### src/rtl/sha256_axil_pkg.sv
// Shared definitions for the SHA-256 AXI4-lite register slave: offsets, bit positions, FSM states.
// The optional interrupt output is enabled by defining SHA256_AXIL_IRQ_EN.
package sha256_axil_pkg;

  localparam logic [7:0] CTRL_OFF    = 8'h00;
  localparam logic [7:0] STATUS_OFF  = 8'h04;
  localparam logic [7:0] MSG_BASE    = 8'h40;
  localparam logic [7:0] DIGEST_BASE = 8'h80;

  localparam int CTRL_START_BIT  = 0;
  localparam int CTRL_INIT_BIT   = 1;
  localparam int CTRL_IE_BIT     = 2;
  localparam int STATUS_BUSY_BIT = 0;
  localparam int STATUS_DONE_BIT = 1;

  typedef enum logic [1:0] {W_IDLE, W_WAIT, W_RESP} w_state_e;
  typedef enum logic       {R_IDLE, R_DATA}         r_state_e;
  typedef enum logic [2:0] {REG_CTRL, REG_STATUS, REG_MSG, REG_DIGEST, REG_NONE} reg_sel_e;

  // Classifies a word offset (byte offset bits [7:2]) into a register region.
  function automatic reg_sel_e reg_decode(input logic [5:0] word_off);
    if (word_off == CTRL_OFF[7:2])                 return REG_CTRL;
    else if (word_off == STATUS_OFF[7:2])          return REG_STATUS;
    else if (word_off[5:4] == MSG_BASE[7:6])       return REG_MSG;
    else if (word_off[5:3] == DIGEST_BASE[7:5])    return REG_DIGEST;
    else                                           return REG_NONE;
  endfunction

endpackage

### src/rtl/sha256_axil_if.sv
// AXI4-lite channel handshake engine: independent AW/W capture, one outstanding write,
// single-beat registered reads. Presents a simple wr_en / rd_en register-file port.
module sha256_axil_if
  import sha256_axil_pkg::*;
#(
  parameter int ADDR_LSB_W = 8
) (
  input  logic                  clk,
  input  logic                  resetn,
  input  logic                  mem_axi_awvalid,
  output logic                  mem_axi_awready,
  input  logic [31:0]           mem_axi_awaddr,
  input  logic [2:0]            mem_axi_awprot,
  input  logic                  mem_axi_wvalid,
  output logic                  mem_axi_wready,
  input  logic [31:0]           mem_axi_wdata,
  input  logic [3:0]            mem_axi_wstrb,
  output logic                  mem_axi_bvalid,
  input  logic                  mem_axi_bready,
  input  logic                  mem_axi_arvalid,
  output logic                  mem_axi_arready,
  input  logic [31:0]           mem_axi_araddr,
  input  logic [2:0]            mem_axi_arprot,
  output logic                  mem_axi_rvalid,
  input  logic                  mem_axi_rready,
  output logic [31:0]           mem_axi_rdata,
  output logic                  wr_en,
  output logic [ADDR_LSB_W-1:0] wr_addr,
  output logic [31:0]           wr_data,
  output logic [3:0]            wr_strb,
  output logic                  rd_en,
  output logic [ADDR_LSB_W-1:0] rd_addr,
  input  logic [31:0]           rd_data
);

  w_state_e              r_wstate;
  r_state_e              r_rstate;
  logic                  r_awready, r_wready, r_bvalid;
  logic                  r_arready, r_rvalid;
  logic [ADDR_LSB_W-1:0] r_awaddr;
  logic [31:0]           r_wdata, r_rdata;
  logic [3:0]            r_wstrb;
  logic                  w_wr_en, w_rd_en;
  logic                  w_unused;

  // A dropped ready means that channel's beat is already held.
  assign w_wr_en = (r_wstate == W_WAIT) && !r_awready && !r_wready;
  assign w_rd_en = r_arready && mem_axi_arvalid;

  // NOTE: sequential state uses non-blocking assignments so every register samples pre-edge values.
  always_ff @(posedge clk) begin
    if (!resetn) begin
      r_wstate  <= W_IDLE;
      r_awready <= 1'b1;
      r_wready  <= 1'b1;
      r_bvalid  <= 1'b0;
      r_awaddr  <= '0;
      r_wdata   <= '0;
      r_wstrb   <= '0;
    end else begin
      unique case (r_wstate)
        W_IDLE, W_WAIT: begin
          if (mem_axi_awvalid && r_awready) begin
            r_awaddr  <= mem_axi_awaddr[ADDR_LSB_W-1:0];
            r_awready <= 1'b0;
            r_wstate  <= W_WAIT;
          end
          if (mem_axi_wvalid && r_wready) begin
            r_wdata  <= mem_axi_wdata;
            r_wstrb  <= mem_axi_wstrb;
            r_wready <= 1'b0;
            r_wstate <= W_WAIT;
          end
          if (w_wr_en) begin
            r_wstate <= W_RESP;
            r_bvalid <= 1'b1;
          end
        end
        W_RESP: begin
          if (mem_axi_bready) begin
            r_bvalid  <= 1'b0;
            r_awready <= 1'b1;
            r_wready  <= 1'b1;
            r_wstate  <= W_IDLE;
          end
        end
        default: r_wstate <= W_IDLE;
      endcase
    end
  end

  always_ff @(posedge clk) begin
    if (!resetn) begin
      r_rstate  <= R_IDLE;
      r_arready <= 1'b1;
      r_rvalid  <= 1'b0;
      r_rdata   <= '0;
    end else begin
      unique case (r_rstate)
        R_IDLE: begin
          if (w_rd_en) begin
            r_rdata   <= rd_data;
            r_rvalid  <= 1'b1;
            r_arready <= 1'b0;
            r_rstate  <= R_DATA;
          end
        end
        R_DATA: begin
          if (mem_axi_rready) begin
            r_rvalid  <= 1'b0;
            r_arready <= 1'b1;
            r_rstate  <= R_IDLE;
          end
        end
        default: r_rstate <= R_IDLE;
      endcase
    end
  end

  assign mem_axi_awready = r_awready;
  assign mem_axi_wready  = r_wready;
  assign mem_axi_bvalid  = r_bvalid;
  assign mem_axi_arready = r_arready;
  assign mem_axi_rvalid  = r_rvalid;
  assign mem_axi_rdata   = r_rdata;

  assign wr_en   = w_wr_en;
  assign wr_addr = r_awaddr;
  assign wr_data = r_wdata;
  assign wr_strb = r_wstrb;
  assign rd_en   = w_rd_en;
  assign rd_addr = mem_axi_araddr[ADDR_LSB_W-1:0];

  assign w_unused = &{1'b0, mem_axi_awprot, mem_axi_arprot,
                      mem_axi_awaddr[31:ADDR_LSB_W], mem_axi_araddr[31:ADDR_LSB_W]};

endmodule

### src/rtl/sha256_axil_slave.sv
// AXI4-lite register front-end for the SHA-256 core: CTRL/STATUS, 16-word MSG buffer, 8-word DIGEST.
// Define SHA256_AXIL_IRQ_EN to add the irq output and the CTRL.IE bit.
module sha256_axil_slave
  import sha256_axil_pkg::*;
#(
  parameter int         ADDR_LSB_W = 8,
  parameter logic [1:0] RESP_OKAY  = 2'b00
) (
  input  logic          clk,
  input  logic          resetn,
  input  logic          mem_axi_awvalid,
  output logic          mem_axi_awready,
  input  logic [31:0]   mem_axi_awaddr,
  input  logic [2:0]    mem_axi_awprot,
  input  logic          mem_axi_wvalid,
  output logic          mem_axi_wready,
  input  logic [31:0]   mem_axi_wdata,
  input  logic [3:0]    mem_axi_wstrb,
  output logic          mem_axi_bvalid,
  input  logic          mem_axi_bready,
  input  logic          mem_axi_arvalid,
  output logic          mem_axi_arready,
  input  logic [31:0]   mem_axi_araddr,
  input  logic [2:0]    mem_axi_arprot,
  output logic          mem_axi_rvalid,
  input  logic          mem_axi_rready,
  output logic [31:0]   mem_axi_rdata,
  output logic          core_start,
  output logic          core_init,
  output logic [511:0]  core_block,
  input  logic          core_busy,
  input  logic          core_digest_valid,
`ifdef SHA256_AXIL_IRQ_EN
  output logic          irq,
`endif
  input  logic [255:0]  core_digest
);

  logic                  w_wr_en, w_rd_en;
  logic [ADDR_LSB_W-1:0] w_wr_addr, w_rd_addr;
  logic [31:0]           w_wr_data, w_rd_data;
  logic [3:0]            w_wr_strb;
  reg_sel_e              w_wr_sel, w_rd_sel;
  logic [5:0]            w_wr_woff, w_rd_woff;
  logic                  w_ctrl_wr, w_start_fire, w_msg_wr;
  logic                  w_unused;

  logic [31:0] r_msg    [16];
  logic [31:0] r_digest [8];
  logic        r_init, r_done, r_core_start, r_start_pend;

  sha256_axil_if #(.ADDR_LSB_W(ADDR_LSB_W)) u_if (
    .clk             (clk),
    .resetn          (resetn),
    .mem_axi_awvalid (mem_axi_awvalid),
    .mem_axi_awready (mem_axi_awready),
    .mem_axi_awaddr  (mem_axi_awaddr),
    .mem_axi_awprot  (mem_axi_awprot),
    .mem_axi_wvalid  (mem_axi_wvalid),
    .mem_axi_wready  (mem_axi_wready),
    .mem_axi_wdata   (mem_axi_wdata),
    .mem_axi_wstrb   (mem_axi_wstrb),
    .mem_axi_bvalid  (mem_axi_bvalid),
    .mem_axi_bready  (mem_axi_bready),
    .mem_axi_arvalid (mem_axi_arvalid),
    .mem_axi_arready (mem_axi_arready),
    .mem_axi_araddr  (mem_axi_araddr),
    .mem_axi_arprot  (mem_axi_arprot),
    .mem_axi_rvalid  (mem_axi_rvalid),
    .mem_axi_rready  (mem_axi_rready),
    .mem_axi_rdata   (mem_axi_rdata),
    .wr_en           (w_wr_en),
    .wr_addr         (w_wr_addr),
    .wr_data         (w_wr_data),
    .wr_strb         (w_wr_strb),
    .rd_en           (w_rd_en),
    .rd_addr         (w_rd_addr),
    .rd_data         (w_rd_data)
  );

  // Offsets with any decoded bit above the 8-bit register window map to nothing.
  assign w_wr_woff = w_wr_addr[7:2];
  assign w_rd_woff = w_rd_addr[7:2];
  assign w_wr_sel  = ((w_wr_addr >> 8) == '0) ? reg_decode(w_wr_woff) : REG_NONE;
  assign w_rd_sel  = ((w_rd_addr >> 8) == '0) ? reg_decode(w_rd_woff) : REG_NONE;

  // A start stays "pending" from acceptance until the core reports busy, so MSG cannot shift under it.
  assign w_ctrl_wr    = w_wr_en && (w_wr_sel == REG_CTRL) && w_wr_strb[0];
  assign w_start_fire = w_ctrl_wr && w_wr_data[CTRL_START_BIT] && !core_busy && !r_start_pend;
  assign w_msg_wr     = w_wr_en && (w_wr_sel == REG_MSG) && !core_busy && !r_start_pend;

  // NOTE: the message and digest arrays are reset explicitly because firmware may read them before any write.
  always_ff @(posedge clk) begin
    if (!resetn) begin
      for (int i = 0; i < 16; i++) r_msg[i] <= '0;
      for (int i = 0; i < 8; i++)  r_digest[i] <= '0;
      r_init       <= 1'b0;
      r_done       <= 1'b0;
      r_core_start <= 1'b0;
      r_start_pend <= 1'b0;
    end else begin
      r_core_start <= w_start_fire;
      if (core_busy || core_digest_valid) r_start_pend <= 1'b0;
      if (w_start_fire) r_start_pend <= 1'b1;
      if (w_ctrl_wr) r_init <= w_wr_data[CTRL_INIT_BIT];
      // Digest completion outranks a simultaneous START clear.
      if (w_start_fire) r_done <= 1'b0;
      if (core_digest_valid) begin
        r_done <= 1'b1;
        for (int i = 0; i < 8; i++) r_digest[i] <= core_digest[255-32*i -: 32];
      end
      if (w_msg_wr) begin
        for (int b = 0; b < 4; b++) begin
          if (w_wr_strb[b]) r_msg[w_wr_woff[3:0]][8*b +: 8] <= w_wr_data[8*b +: 8];
        end
      end
    end
  end

`ifdef SHA256_AXIL_IRQ_EN
  logic r_ie, r_irq;

  always_ff @(posedge clk) begin
    if (!resetn) begin
      r_ie  <= 1'b0;
      r_irq <= 1'b0;
    end else begin
      if (w_ctrl_wr) r_ie <= w_wr_data[CTRL_IE_BIT];
      r_irq <= r_done && r_ie;
    end
  end

  assign irq = r_irq;
`endif

  // NOTE: every path through this block starts from a zero default, so no latch is inferred.
  always_comb begin
    w_rd_data = '0;
    unique case (w_rd_sel)
      REG_CTRL: begin
        w_rd_data[CTRL_INIT_BIT] = r_init;
`ifdef SHA256_AXIL_IRQ_EN
        w_rd_data[CTRL_IE_BIT] = r_ie;
`endif
      end
      REG_STATUS: begin
        w_rd_data[STATUS_BUSY_BIT] = core_busy;
        w_rd_data[STATUS_DONE_BIT] = r_done;
      end
      REG_MSG:    w_rd_data = r_msg[w_rd_woff[3:0]];
      REG_DIGEST: w_rd_data = r_digest[w_rd_woff[2:0]];
      default:    w_rd_data = '0;
    endcase
  end

  for (genvar g = 0; g < 16; g++) begin : g_block
    assign core_block[511-32*g -: 32] = r_msg[g];
  end

  assign core_start = r_core_start;
  assign core_init  = r_init;

  assign w_unused = &{1'b0, RESP_OKAY, w_rd_en, w_wr_addr[1:0], w_rd_addr[1:0]};

endmodule

### config.mk
export PLATFORM = sky130hd
export DESIGN_NAME = sha256_axil_slave
export DESIGN_NICKNAME = d
export VERILOG_FILES = /design/src/rtl/sha256_axil_pkg.sv /design/src/rtl/sha256_axil_if.sv /design/src/rtl/sha256_axil_slave.sv
export SDC_FILE = /design/constraint.sdc
export NUM_CORES = 1
export LEC_CHECK = 0
export ABC_AREA = 1
export BUFFER_PORTS_ARGS = -buffer_cell sky130_fd_sc_hd__buf_2
export CAP_MARGIN = 30
export CORE_AREA = 4 4 352 354
export CTS_CLUSTER_DIAMETER = 60
export DETAILED_ROUTE_END_ITERATION = 10
export DIE_AREA = 0 0 356 358
export PLACE_DENSITY = 0.62
export SYNTH_ARGS = -nofsm -noshare
export SYNTH_HDL_FRONTEND = slang
export SYNTH_SLANG_ARGS = --single-unit
### constraint.sdc
create_clock -name clk -period 12.27 [get_ports clk]
set_input_delay 3.0675 -clock clk [delete_from_list [all_inputs] [get_ports clk]]
set_output_delay 3.0675 -clock clk [all_outputs]
set_load 0.005 [all_outputs]
==> results.md <==
- Status: complete, no violations
- Setup Skew: 0.0425 ns
- Horiz. Die Dim: 356 um
- CTS tree: yes
- Cell Area, Synth: 0.0382 sq mm
- FF+latch area: 0.0248 sq mm
- Slew HR: 0.321
- Post-DR vias/cell: 5.11
- Routed len/inst: 25.3 um
- Worst flop-to-flop path startpoint: u_if.mem_axi_wready
- Endpoints failing hold: 0
- RSZ-0062 raised after global routing: no
- Tmin final: 6.19 ns
- Vias in the first global route: 31,013
- Fin nets: 5,041
- Leading cell type in the layout, fill and taps excluded: buf_2
- Die area: 0.127 sq mm
- DRT iter0 DRCs: 3,682
- Hold_buf cts: 0
- Filler Cell Count: 12,133
- Most frequent cells in the layout: buf_2, nor2_1, edfxtp_1, nand2_1, o21ai_0
- CP required: 12.86 ns
- Average cell area after synthesis: 9.81 sq um
- Slowest stage cell, crit path: buf_4
- Worst slew pin tran: 1.01 ns
- Pwr Total: 0.00706 W
- Area grow syn2layout: 23.9%
- Postcts setup bufs: 0
- Count of cell types in the netlist: 34
- Critical path peak fanout: 88
- Std cell rows: 128
- Clock tree buffer depth: 3
- Reg2Reg Setup Slack: 9.13 ns
- CTS root buf: clkbuf_16
- FMAX: 162 MHz
- GPL Wtd Cong: 0.945
- Initial Util: 0.316
- Clock latency on the worst-skew pair: 0.70 ns
- Post-synthesis instance total: 3,895
- Reg-to-reg endpoint: r_msg[9][27]
- Layout cells sized above 1: 0.255
- Yosys reg bits: 854
- Most used cell, CP: nand2_1
- Die height: 358 um
- Critical-path cell list: buf_8, inv_6, nor2_4, buf_4, nand2_1, o211ai_1, o21ai_0, nand2_1, nand3_1, a21oi_1
- Area of the multi-input gates: 0.0111 sq mm
- Largest net degree at the start of global routing: 89
- Detail Route Antenna Nets: 0
- Post-Route Setup TNS: 0 ns
- CTS H-tree lvls: 3
- CP delay by family, top: buffers and inverters
- Crit path DAT: 6.78 ns
- Post-Syn Nets: 4,266
- Post-route core utilization: 0.391
- Hold path cells: 2
- Total gr overflow: 0
- Worst Reg2Reg Path Length in Cells: 6
- Ports: 922
- Worst path bufs/invs: 3
- VDD IR max: 97.9 uV
- Gr usage total: 0.242
- Reg clk slew, reported paths: 0.06 ns
- Antenna violations before repair: 18
- Hold WS: 0.464 ns
- Core Footprint: 0.121 sq mm
- First-pass GRT wire length: 222 mm
- Hold Path Class: flop to flop
- Final Setup Violations: 0
- Drt total wl: 162 mm
- I/O Buffers: 863
- Period utilisation layout: 0.505
- Seq/Total Area, Yosys: 0.648
- Resize count post-CTS: 0
- Kind of critical path: input pin to flop
- Max cap viols: 0
- CP max stage delay: 0.77 ns
- Post-route DRC: 0
- Worst Min Path Start: u_if.mem_axi_bvalid
- YS warnings: 0
- PwrDens: 149 mW/mm^2
- Drt pass-1 iters: 8
- WHS Endpoint: u_if.mem_axi_bvalid
- Worst setup EP type: flop
- # clock sinks: 854
- Pins Over Slew Limit: 0
- DP Wirelength: 117 mm
- CTS Buf Count: 96
- Lkg Pwr: 20.5 nW
- Crit path launch type: input pin
- Routed vias: 32,633
-- kinds of logic (layout without fill, tap and decap cells) --
kind of cell,after synthesis,in the layout,synth area share
buf+inv,596,1452,0.0622
other cells,0,8,0
flops,854,854,0.648
compound gates,574,574,0.0800
simple gates,1871,1871,0.209
-- Yosys cell counts (all sizes together) --
master    n  area share
nand4    21      0.0036
edfxtp  768        0.60
clkinv   33      0.0032
nor2    936       0.098
clkbuf  150       0.015
nand3   189       0.025
o211ai   52       0.010
nand2   662       0.074
nor4      1     0.00056
buf      91       0.013
inv     322       0.032
o21a      1     0.00020
a21oi   135       0.018
o21ai   365       0.048
a22oi    20      0.0039
dfxtp    86       0.045
nor3     61      0.0080
o31ai     1     0.00020
or2       1     0.00016
-- worst max-delay path by stage --
| stage | to | startpoint | slack, ns | depth (start not counted) |
|---|---|---|---|---|
| floorplan | r_digest[0][0] | resetn | 2.25 | 4 |
| global placement | u_if.mem_axi_rdata[17] | mem_axi_araddr[2] | 5.38 | 10 |
| detailed placement | u_if.mem_axi_rdata[17] | mem_axi_araddr[2] | 5.36 | 10 |
| CTS | u_if.mem_axi_rdata[17] | mem_axi_araddr[2] | 6.09 | 10 |
| global route | u_if.mem_axi_rdata[17] | mem_axi_araddr[2] | 5.92 | 10 |
| finish | u_if.mem_axi_rdata[17] | mem_axi_araddr[2] | 6.08 | 10 |
-- worst register-to-register path: stages (launching register included) --
cell and delay, ns:
dfxtp_1 0.34, inv_1 0.09, nand4_2 0.26, or2_1 0.53, nor2_4 0.61, nand2_1 0.46, nand2_1 0.50
-- layout make-up --
cell class / count / area share
Antenna cell: 8 / 0.000423
Tap cell: 1625 / 0.0429
Inverter: 355 / 0.0283
Clock inverter: 50 / 0.0129
Sequential cell: 854 / 0.523
Multi-Input combinational cell: 2445 / 0.235
Timing Repair Buffer: 918 / 0.102
Clock buffer: 129 / 0.0548
-- layer usage --
layer,wire length [um],track usage,vias to the layer above
met5,103,0,-
met4,6330,0.101,16
met3,19700,0.0734,313
met2,73700,0.380,2095
met1,61700,0.311,15680
li1,-,-,14529
-- through the flow --
step,std cells,cell area (sq um),setup WS [ns]
2_1_floorplan,3895,38200,2.25
3_3_place_gp,6188,44000,5.38
3_5_place_dp,6193,44000,5.36
4_1_cts,6372,47300,6.09
5_1_grt,6378,47300,5.92
6_report,6384,47300,6.08
-- report_power, final --
part           internal (W)  switching (W)
registers           0.00333      0.0000806
logic              0.000200       0.000532
clock network       0.00165        0.00127
-- registers in the layout (all words and copies together), names as in the netlist, 2 cells and up --
| name | cells |
|---|---|
| r_digest | 256 |
| u_if.r_wstate | 2 |
| u_if.wr_strb | 4 |
| u_if.wr_addr | 6 |
| u_if.mem_axi_rdata | 32 |
| u_if.wr_data | 32 |
| r_msg | 512 |
No activity file was read; power rests on OpenSTA's default activity.
